[src/rtl/global_defs.sv]
// Shared types and defaults for the memory-side arbiter slice.
// Cache and DRAM request/response field types live here.
package global_defs;

  localparam int ADDR_W_DEF = 29;
  localparam int DATA_W_DEF = 64;
  localparam int STARVE_LIMIT_DEF = 4;

  typedef enum logic {
    READ  = 1'b0,
    WRITE = 1'b1
  } req_type_t;

  typedef logic [ADDR_W_DEF-1:0] main_mem_block_addr_t;
  typedef logic [DATA_W_DEF-1:0] block_data_t;

  typedef enum logic {
    ICACHE = 1'b0,
    DCACHE = 1'b1
  } mem_owner_t;

  typedef enum logic [1:0] {
    IDLE  = 2'd0,
    ISSUE = 2'd1,
    WAIT  = 2'd2,
    RESP  = 2'd3
  } mem_ctrl_state_t;

endpackage

[src/rtl/mem_arb_prio.sv]
// Two-way grant: icache wins unless dcache has been passed over
// STARVE_LIMIT times in a row, then dcache is forced through.
module mem_arb_prio
  import global_defs::*;
#(
  parameter int STARVE_LIMIT = STARVE_LIMIT_DEF
) (
  input  logic clk,
  input  logic rst_aL,
  input  logic i_en,
  input  logic i_icache_valid,
  input  logic i_dcache_valid,
  output logic o_icache_grant,
  output logic o_dcache_grant
);

  localparam logic [3:0] LIMIT = 4'(STARVE_LIMIT);

  logic [3:0] r_cnt;
  logic       w_starved;

  assign w_starved = (r_cnt == LIMIT);

  assign o_dcache_grant = i_en & i_dcache_valid
                        & (~i_icache_valid | w_starved);
  assign o_icache_grant = i_en & i_icache_valid
                        & ~o_dcache_grant;

  always_ff @(posedge clk) begin
    if (!rst_aL) begin
      r_cnt <= '0;
    end else if (o_dcache_grant) begin
      r_cnt <= '0;
    end else if (o_icache_grant && i_dcache_valid
                 && !w_starved) begin
      r_cnt <= r_cnt + 4'd1;
    end
  end

endmodule

[src/rtl/mem_ctrl_arbiter.sv]
// Arbitrates icache/dcache block requests onto one DRAM port,
// one transaction in flight, response routed back as a pulse.
module mem_ctrl_arbiter
  import global_defs::*;
#(
  parameter int BLOCK_ADDR_WIDTH = ADDR_W_DEF,
  parameter int BLOCK_DATA_WIDTH = DATA_W_DEF,
  parameter int STARVE_LIMIT     = STARVE_LIMIT_DEF
) (
  input  logic                        clk,
  input  logic                        rst_aL,
  input  logic                        icache_req_valid,
  input  logic [BLOCK_ADDR_WIDTH-1:0] icache_req_block_addr,
  output logic                        icache_req_ready,
  output logic                        icache_resp_valid,
  output logic [BLOCK_DATA_WIDTH-1:0] icache_resp_block_data,
  input  logic                        dcache_req_valid,
  input  req_type_t                   dcache_req_type,
  input  logic [BLOCK_ADDR_WIDTH-1:0] dcache_req_block_addr,
  input  logic [BLOCK_DATA_WIDTH-1:0] dcache_req_block_data,
  output logic                        dcache_req_ready,
  output logic                        dcache_resp_valid,
  output logic [BLOCK_DATA_WIDTH-1:0] dcache_resp_block_data,
  output logic                        dram_req_valid,
  output req_type_t                   dram_req_type,
  output logic [BLOCK_ADDR_WIDTH-1:0] dram_req_block_addr,
  output logic [BLOCK_DATA_WIDTH-1:0] dram_req_block_data,
  input  logic                        dram_req_ready,
  input  logic                        dram_resp_valid,
  input  logic [BLOCK_DATA_WIDTH-1:0] dram_resp_block_data
);

  mem_ctrl_state_t             r_state;
  mem_ctrl_state_t             w_next;
  mem_owner_t                  r_owner;
  req_type_t                   r_type;
  logic [BLOCK_ADDR_WIDTH-1:0] r_addr;
  logic [BLOCK_DATA_WIDTH-1:0] r_wdata;
  logic [BLOCK_DATA_WIDTH-1:0] r_iresp_data;
  logic [BLOCK_DATA_WIDTH-1:0] r_dresp_data;
  logic                        w_idle;
  logic                        w_igrant;
  logic                        w_dgrant;
  logic                        w_resp_in;

  // Readies stay low while reset is being applied.
  assign w_idle = (r_state == IDLE) & rst_aL;

  mem_arb_prio #(
    .STARVE_LIMIT(STARVE_LIMIT)
  ) u_prio (
    .clk           (clk),
    .rst_aL        (rst_aL),
    .i_en          (w_idle),
    .i_icache_valid(icache_req_valid),
    .i_dcache_valid(dcache_req_valid),
    .o_icache_grant(w_igrant),
    .o_dcache_grant(w_dgrant)
  );

  assign icache_req_ready       = w_igrant;
  assign dcache_req_ready       = w_dgrant;
  assign dram_req_type          = r_type;
  assign dram_req_block_addr    = r_addr;
  assign dram_req_block_data    = r_wdata;
  assign icache_resp_block_data = r_iresp_data;
  assign dcache_resp_block_data = r_dresp_data;
  assign w_resp_in = (r_state == WAIT) & dram_resp_valid;

  always_comb begin
    w_next            = r_state;
    dram_req_valid    = 1'b0;
    icache_resp_valid = 1'b0;
    dcache_resp_valid = 1'b0;
    unique case (r_state)
      IDLE: begin
        if (w_igrant || w_dgrant) w_next = ISSUE;
      end
      ISSUE: begin
        dram_req_valid = 1'b1;
        if (dram_req_ready) w_next = WAIT;
      end
      WAIT: begin
        if (dram_resp_valid) w_next = RESP;
      end
      RESP: begin
        icache_resp_valid = (r_owner == ICACHE);
        dcache_resp_valid = (r_owner == DCACHE);
        w_next            = IDLE;
      end
      default: w_next = IDLE;
    endcase
  end

  always_ff @(posedge clk) begin
    if (!rst_aL) begin
      r_state      <= IDLE;
      r_owner      <= ICACHE;
      r_type       <= READ;
      r_addr       <= '0;
      r_wdata      <= '0;
      r_iresp_data <= '0;
      r_dresp_data <= '0;
    end else begin
      r_state <= w_next;
      if (w_igrant) begin
        r_owner <= ICACHE;
        r_type  <= READ;
        r_addr  <= icache_req_block_addr;
        r_wdata <= '0;
      end else if (w_dgrant) begin
        r_owner <= DCACHE;
        r_type  <= dcache_req_type;
        r_addr  <= dcache_req_block_addr;
        r_wdata <= dcache_req_block_data;
      end
      // Write completions return an all-zero block.
      if (w_resp_in) begin
        if (r_owner == ICACHE) begin
          r_iresp_data <= dram_resp_block_data;
        end else if (r_type == WRITE) begin
          r_dresp_data <= '0;
        end else begin
          r_dresp_data <= dram_resp_block_data;
        end
      end
    end
  end

endmodule

[config.mk]
export PLATFORM = sky130hd
export DESIGN_NAME = mem_ctrl_arbiter
export DESIGN_NICKNAME = d
export VERILOG_FILES = /design/src/rtl/global_defs.sv /design/src/rtl/mem_arb_prio.sv /design/src/rtl/mem_ctrl_arbiter.sv
export SDC_FILE = /design/constraint.sdc
export NUM_CORES = 1
export LEC_CHECK = 0
export ABC_AREA = 1
export CAP_MARGIN = 10
export CORE_AREA = 2 2 163 165
export CTS_CLUSTER_DIAMETER = 80
export DETAILED_ROUTE_END_ITERATION = 7
export DIE_AREA = 0 0 165 167
export PLACE_DENSITY_LB_ADDON = 0.25
export SLEW_MARGIN = 20
export SYNTH_ARGS = -nofsm -noshare
export SYNTH_HDL_FRONTEND = slang
export SYNTH_SLANG_ARGS = --single-unit
[constraint.sdc]
create_clock -name clk -period 1.8 [get_ports clk]
set_input_delay 0.18 -clock clk [delete_from_list [all_inputs] [get_ports clk]]
set_output_delay 0.18 -clock clk [all_outputs]
set_load 0.02 [all_outputs]
# Yosys cells after proc, flatten, opt, wreduce, memory -nomap -nowiden
# Cells that the tools add are included.
op_classes:
  n_addsub: 1
  bitwise: 11
  eq_ne: 7
  n_mux: 10
  n_reduce_logical: 11
op_table:
  columns: ["op", "count"]
  rows:
  - ["64-bit 2-to-1 mux", 1]
  - ["29-bit 2-to-1 mux", 2]
  - ["2-bit case mux with 4 select lines", 1]
  - ["1-bit bitwise AND", 6]
  - ["2-bit 2-to-1 mux", 3]
  - ["4-bit by 1-bit adder with 4-bit output (second input constant)", 1]
  - ["2-bit equality test (second input constant)", 2]
  - ["4-bit by 3-bit equality test with 1-bit output (second input constant)", 1]
  - ["2-bit != test (second input constant)", 2]
  - ["1-bit NOT", 4]
  - ["2-bit AND reduction", 2]
  - ["2-bit OR reduction", 2]
  - ["1-bit 2-to-1 mux", 3]
  - ["3-bit AND reduction", 1]
  - ["2-bit by 1-bit equality test with 1-bit output (second input constant)", 1]
  - ["1-bit logical AND", 2]
  - ["2-bit logical NOT", 1]
  - ["2-bit by 1-bit != test with 1-bit output (second input constant)", 1]
  - ["2-bit nonzero test", 1]
  - ["1-bit logical NOT", 1]
  - ["1-bit logical OR", 1]
  - ["1-bit OR", 1]
totals:
  inputBits: 193
  out_inout_bits: 227
  elab_cells: 48
  register_bits: 229

# Logic depth before layout (Yosys ltp)
logic_depth:
  depth_word: 9
  mapped_depth: 10

# Hierarchy
# From an unflattened synthesis, not the netlist that was laid out.
unflattened:
  cells_unflattened: 1083
  area_unflattened_um2: 8524.4
by_module_without_submodules:
  columns: ["mod", "area_per_inst_um2", "instances", "cells_per_inst"]
  rows:
  - ["mem_ctrl_arbiter", 8244.2, 1, 1046]
  - ["mem_arb_prio", 280.3, 1, 37]

# Least setup slack after synthesis
# OpenSTA, ideal clock, no wires.
synth_path:
  kind: "reg2reg"
  start: "reg r_state[0]"
  end: "reg r_wdata[2], in the netlist dram_req_block_data[2]"
  path_stages_with_launch: 10
  arrival_time_ps: 1548
  path_slack_ps: 186
  t_required_ps: 1734
  cell_sequence: "dfxtp_1 > inv_1 > ha_1 > nand3_2 > inv_2 > nand2_2 > buf_4 > clkbuf_1 > nand2_1 > a21oi_2"
synth_via:
  elab_chain_len: 7
synth_rtl:
  columns: ["item", "line", "source"]
  rows:
  - ["start: declaration", "mem_ctrl_arbiter.sv:33", "mem_ctrl_state_t r_state;"]
  - ["start signal: assignment", "mem_ctrl_arbiter.sv:105", "r_state <= w_next;"]
  - ["2-bit logical NOT *", "mem_ctrl_arbiter.sv:47", "assign w_idle = (r_state == IDLE) & rst_aL;"]
  - ["1-bit bitwise AND *", "mem_ctrl_arbiter.sv:47", null]
  - ["1-bit bitwise AND", "mem_arb_prio.sv:24", "assign o_dcache_grant = i_en & i_dcache_valid"]
  - ["1-bit bitwise AND", "mem_arb_prio.sv:25", "& (~i_icache_valid | w_starved);"]
  - ["1-bit NOT", "mem_arb_prio.sv:27", "& ~o_dcache_grant;"]
  - ["1-bit bitwise AND", "mem_arb_prio.sv:27", null]
  - ["2-bit OR reduction (no line)", null, null]
  - ["end signal: assignment", "mem_ctrl_arbiter.sv:115", "r_wdata <= dcache_req_block_data;"]
  - ["end: declaration", "mem_ctrl_arbiter.sv:38", "logic [BLOCK_DATA_WIDTH-1:0] r_wdata;"]
# Mark *: on every way between the ends. The rest lies on a longest branch, timed or not.
# A chain may end at the register's enable or synchronous reset.

# Worst setup path after layout
layout_path:
  start: "reg r_state[1]"
  end: "out dram_req_valid"
layout_via:
  elab_chain_len: 2
layout_rtl:
  columns: ["item", "line", "source"]
  rows:
  - ["2-bit by 1-bit equality test with 1-bit output", "mem_ctrl_arbiter.sv:75", "unique case (r_state)"]
  - ["1-bit 2-to-1 mux", "mem_ctrl_arbiter.sv:75", null]
  - ["end: declaration", "mem_ctrl_arbiter.sv:24", "output logic dram_req_valid,"]
# No other way between the ends.

==> impl_metrics.env <==
export IMPL_reg2reg_depth=9
export IMPL_fin_crit_sh_pct=96.8
export IMPL_die_w_um=165
export IMPL_worstHoldEndpoint="r_owner"
export IMPL_route_detailed_drc=0
export IMPL_grt_overflow_total=0
export IMPL_min_period_ns=1.74
export IMPL_io_pins=420
export IMPL_ctsHoldBuffers=0
export IMPL_dieArea_mm2=0.0276
export IMPL_critical_path_class="flip-flop to output port"
export IMPL_grt_use_total_pct=21.8
export IMPL_power_total_w=0.0153
export IMPL_die_h_um=167
export IMPL_ant_nets=0
export IMPL_vias=9052
export IMPL_critical_path_max_stage_delay_ns=0.35
export IMPL_tns_ns=0
export IMPL_io_buffers=419
export IMPL_cts_tree="done"
export IMPL_hp_start="rst_aL"
export IMPL_cts_clk_slew_worst_paths_ns=0.06
export IMPL_rsz0062_at_grt="true"
export IMPL_nNetsFinal=1740
export IMPL_synth_fp_nets=1337
export IMPL_area_growth_pct=64.8
export IMPL_cp_startpoint="r_state[1]"
export IMPL_drt_iter0_markers=535
export IMPL_synth_cell_types=19
export IMPL_syn_inst=1138
export IMPL_register_area_mm2=0.00459
export IMPL_yosysTopAreaCellShare_pct=52.3
export IMPL_cp_arrival_ns=1.56
export IMPL_leakage_nw=5.38
export IMPL_crit_chain="inv_2, buf_4, ha_1, clkdlybuf4s15_1"
export IMPL_initial_core_util_pct=34.0
export IMPL_grt_max_degree=67
export IMPL_via_per_inst=4.77
export IMPL_r2r_end="dram_req_block_data[53]"
export IMPL_grt_pass1_vias=8747
export IMPL_cts_root_buffer="clkbuf_16"
export IMPL_final_common_cell="clkdlybuf4s50_1"
export IMPL_slowest_stage="dfxtp_2"
export IMPL_dp_hpwl_um=21200
export IMPL_clkSinkCount=229
export IMPL_syn_mean_instance_area_um2=7.70
export IMPL_numCtsBuffers=27
export IMPL_wl_per_cell_um=16.5
export IMPL_yosys_top_cells_area="dfxtp_1 (52%), nand2_1 (10%), a21oi_1 (9.2%), nor2_1 (5.9%), nand3b_1 (5.5%)"
export IMPL_rows=59
export IMPL_netlist_area_mm2=0.00877
export IMPL_core_area_mm2=0.0258
export IMPL_maxSlewHeadroom_pct=55.7
export IMPL_final_cell_mix="clkdlybuf4s50_1 (413), nand2_1 (238), dfxtp_1 (225)"
export IMPL_antenna_found_initial=1
export IMPL_ys_seq_area_share_pct=52.3
export IMPL_finClkSkew_ns=0.0182
export IMPL_cp_top_family="buffers and inverters"
export IMPL_crit_buf_inv=3
export IMPL_fin_cells=1897
export IMPL_grt_pass1_wl_um=48100
export IMPL_cts_htree_levels=1
export IMPL_start_kind="flip-flop"
export IMPL_p_per_area_mw_per_mm2=1060
export IMPL_yosysWarnings=0
export IMPL_fillers=2396
export IMPL_worst_pin_slew_ns=0.664
export IMPL_fmax_ghz=0.574
export IMPL_yosys_area_top_type="dfxtp_1"
export IMPL_layout_drive_gt1_share_pct=7.82
export IMPL_ir_drop_uv=695
export IMPL_wl_um=31400
export IMPL_outcome="complete, no violations"
export IMPL_placed_cells=1842
export IMPL_endpoint_kind="output port"
export IMPL_worst_path_max_fanout=3
export IMPL_hold_violations=0
export IMPL_ys_ff_latch=229
export IMPL_final_area_mm2=0.0144
export IMPL_clock_latency_ns=0.53
export IMPL_drv_slew=0
export IMPL_clockBufferDepth=3
export IMPL_multi_input_area_mm2=0.00369
export IMPL_drtPass1Iterations=5
export IMPL_place_area_mm2=0.0135
export IMPL_crit_required_ns=1.62
export IMPL_hp_class="input port to flip-flop"
export IMPL_r2r_setup_slack_ns=0.18
export IMPL_worstReg2RegStart="u_prio.r_cnt[0]"
export IMPL_routabilityCongestion=0.800
export IMPL_holdPathStages=4
export IMPL_finalSetupViolations=0
export IMPL_drv_cap=0
timing repair:
action	4_1_cts	5_1_grt
setup endpoints to repair	69	10
pin swaps	2	3
gates cloned	1	0
buffers inserted	2	2
gates resized for setup	26	15
where the power goes:
group | switching (W) | internal [W]
registers | 0.000270 | 0.00559
logic | 0.00208 | 0.00180
clock network | 0.00221 | 0.00332
area by class of cell:
| class | count | share of cell area (%) |
|---|---|---|
| Timing Repair Buffer | 462 | 32.2 |
| Clock inverter | 13 | 0.918 |
| Tap cell | 335 | 2.90 |
| Antenna cell | 1 | 0.0173 |
| Clock buffer | 36 | 5.39 |
| Multi-Input combinational cell | 774 | 25.6 |
| Sequential cell | 229 | 31.8 |
| Inverter | 47 | 1.25 |
metal layers:
layer / part of all wire (%) / GRT usage (%) / up-vias
met5: 0 / 0 / -
met4: 2.9 / 7.11 / 0
met3: 11 / 8.34 / 58
met2: 47 / 36.3 / 330
met1: 39 / 25.6 / 4132
li1: - / - / 4532
cell usage after synthesis:
| library cell | instances |
|---|---|
| nand2_1 | 241 |
| dfxtp_1 | 229 |
| a21oi_1 | 162 |
| nor2_1 | 138 |
| nand3_1 | 94 |
| nand3b_1 | 64 |
| o21ai_0 | 64 |
| clkbuf_1 | 60 |
| inv_1 | 42 |
| buf_1 | 11 |
| buf_2 | 10 |
| ha_1 | 6 |
| inv_2 | 5 |
| buf_4 | 4 |
| buf_6 | 4 |
| a21oi_2 | 1 |
| nand2_2 | 1 |
| nand3_2 | 1 |
| xor2_1 | 1 |
logic make-up (layout without fill, tap and decap cells):
kind of cell | after synthesis | after routing | synth area share (%)
adder cells (fa/ha/maj) | 6 | 6 | 0.856
other | 0 | 1 | 0
AND/OR/NAND/NOR | 539 | 540 | 27.3
buffers and inverters | 136 | 558 | 6.48
XOR/XNOR | 1 | 1 | 0.0999
flip-flops | 229 | 229 | 52.3
AO/OA/AOI/OAI | 227 | 227 | 13.0
flip-flops by register name, summed over array words and instances, names as in the netlist:
signal / count
r_owner: 1
r_state: 2
dram_req_block_data: 64
dcache_resp_block_data: 64
icache_resp_block_data: 64
dram_req_type: 1
u_prio.r_cnt: 4
dram_req_block_addr: 29
how the worst max path moves through the flow:
stage / end / slack, ns / depth (start not counted)
3_3_place_gp: icache_resp_block_data[27] / -0.13 / 7
2_1_floorplan: dram_req_block_data[2] / 0.19 / 9
3_5_place_dp: icache_resp_block_data[6] / -0.18 / 7
4_1_cts: icache_req_ready / -0.01 / 8
5_1_grt: icache_req_ready / -0.02 / 8
6_report: dram_req_valid / 0.06 / 4
through the flow:
| step | utilization (%) | hold WS, ns | worst slack [ns] |
|---|---|---|---|
| after floorplan | - | 0.315 | 0.186 |
| after global placement | 52.2 | 0.448 | -0.126 |
| after global routing | 56.1 | 0.193 | -0.0249 |
| final | 56.1 | 0.189 | 0.0576 |
| after detailed placement | 52.2 | 0.454 | -0.176 |
| after CTS | 55.9 | 0.161 | -0.0103 |
tightest hold or removal path, cell delays in order:
cell     delay (ns)
buf_2          0.17
nand2_2        0.16
buf_4          0.14
nor2_1         0.04
No activity file was read; power rests on OpenSTA's default activity.
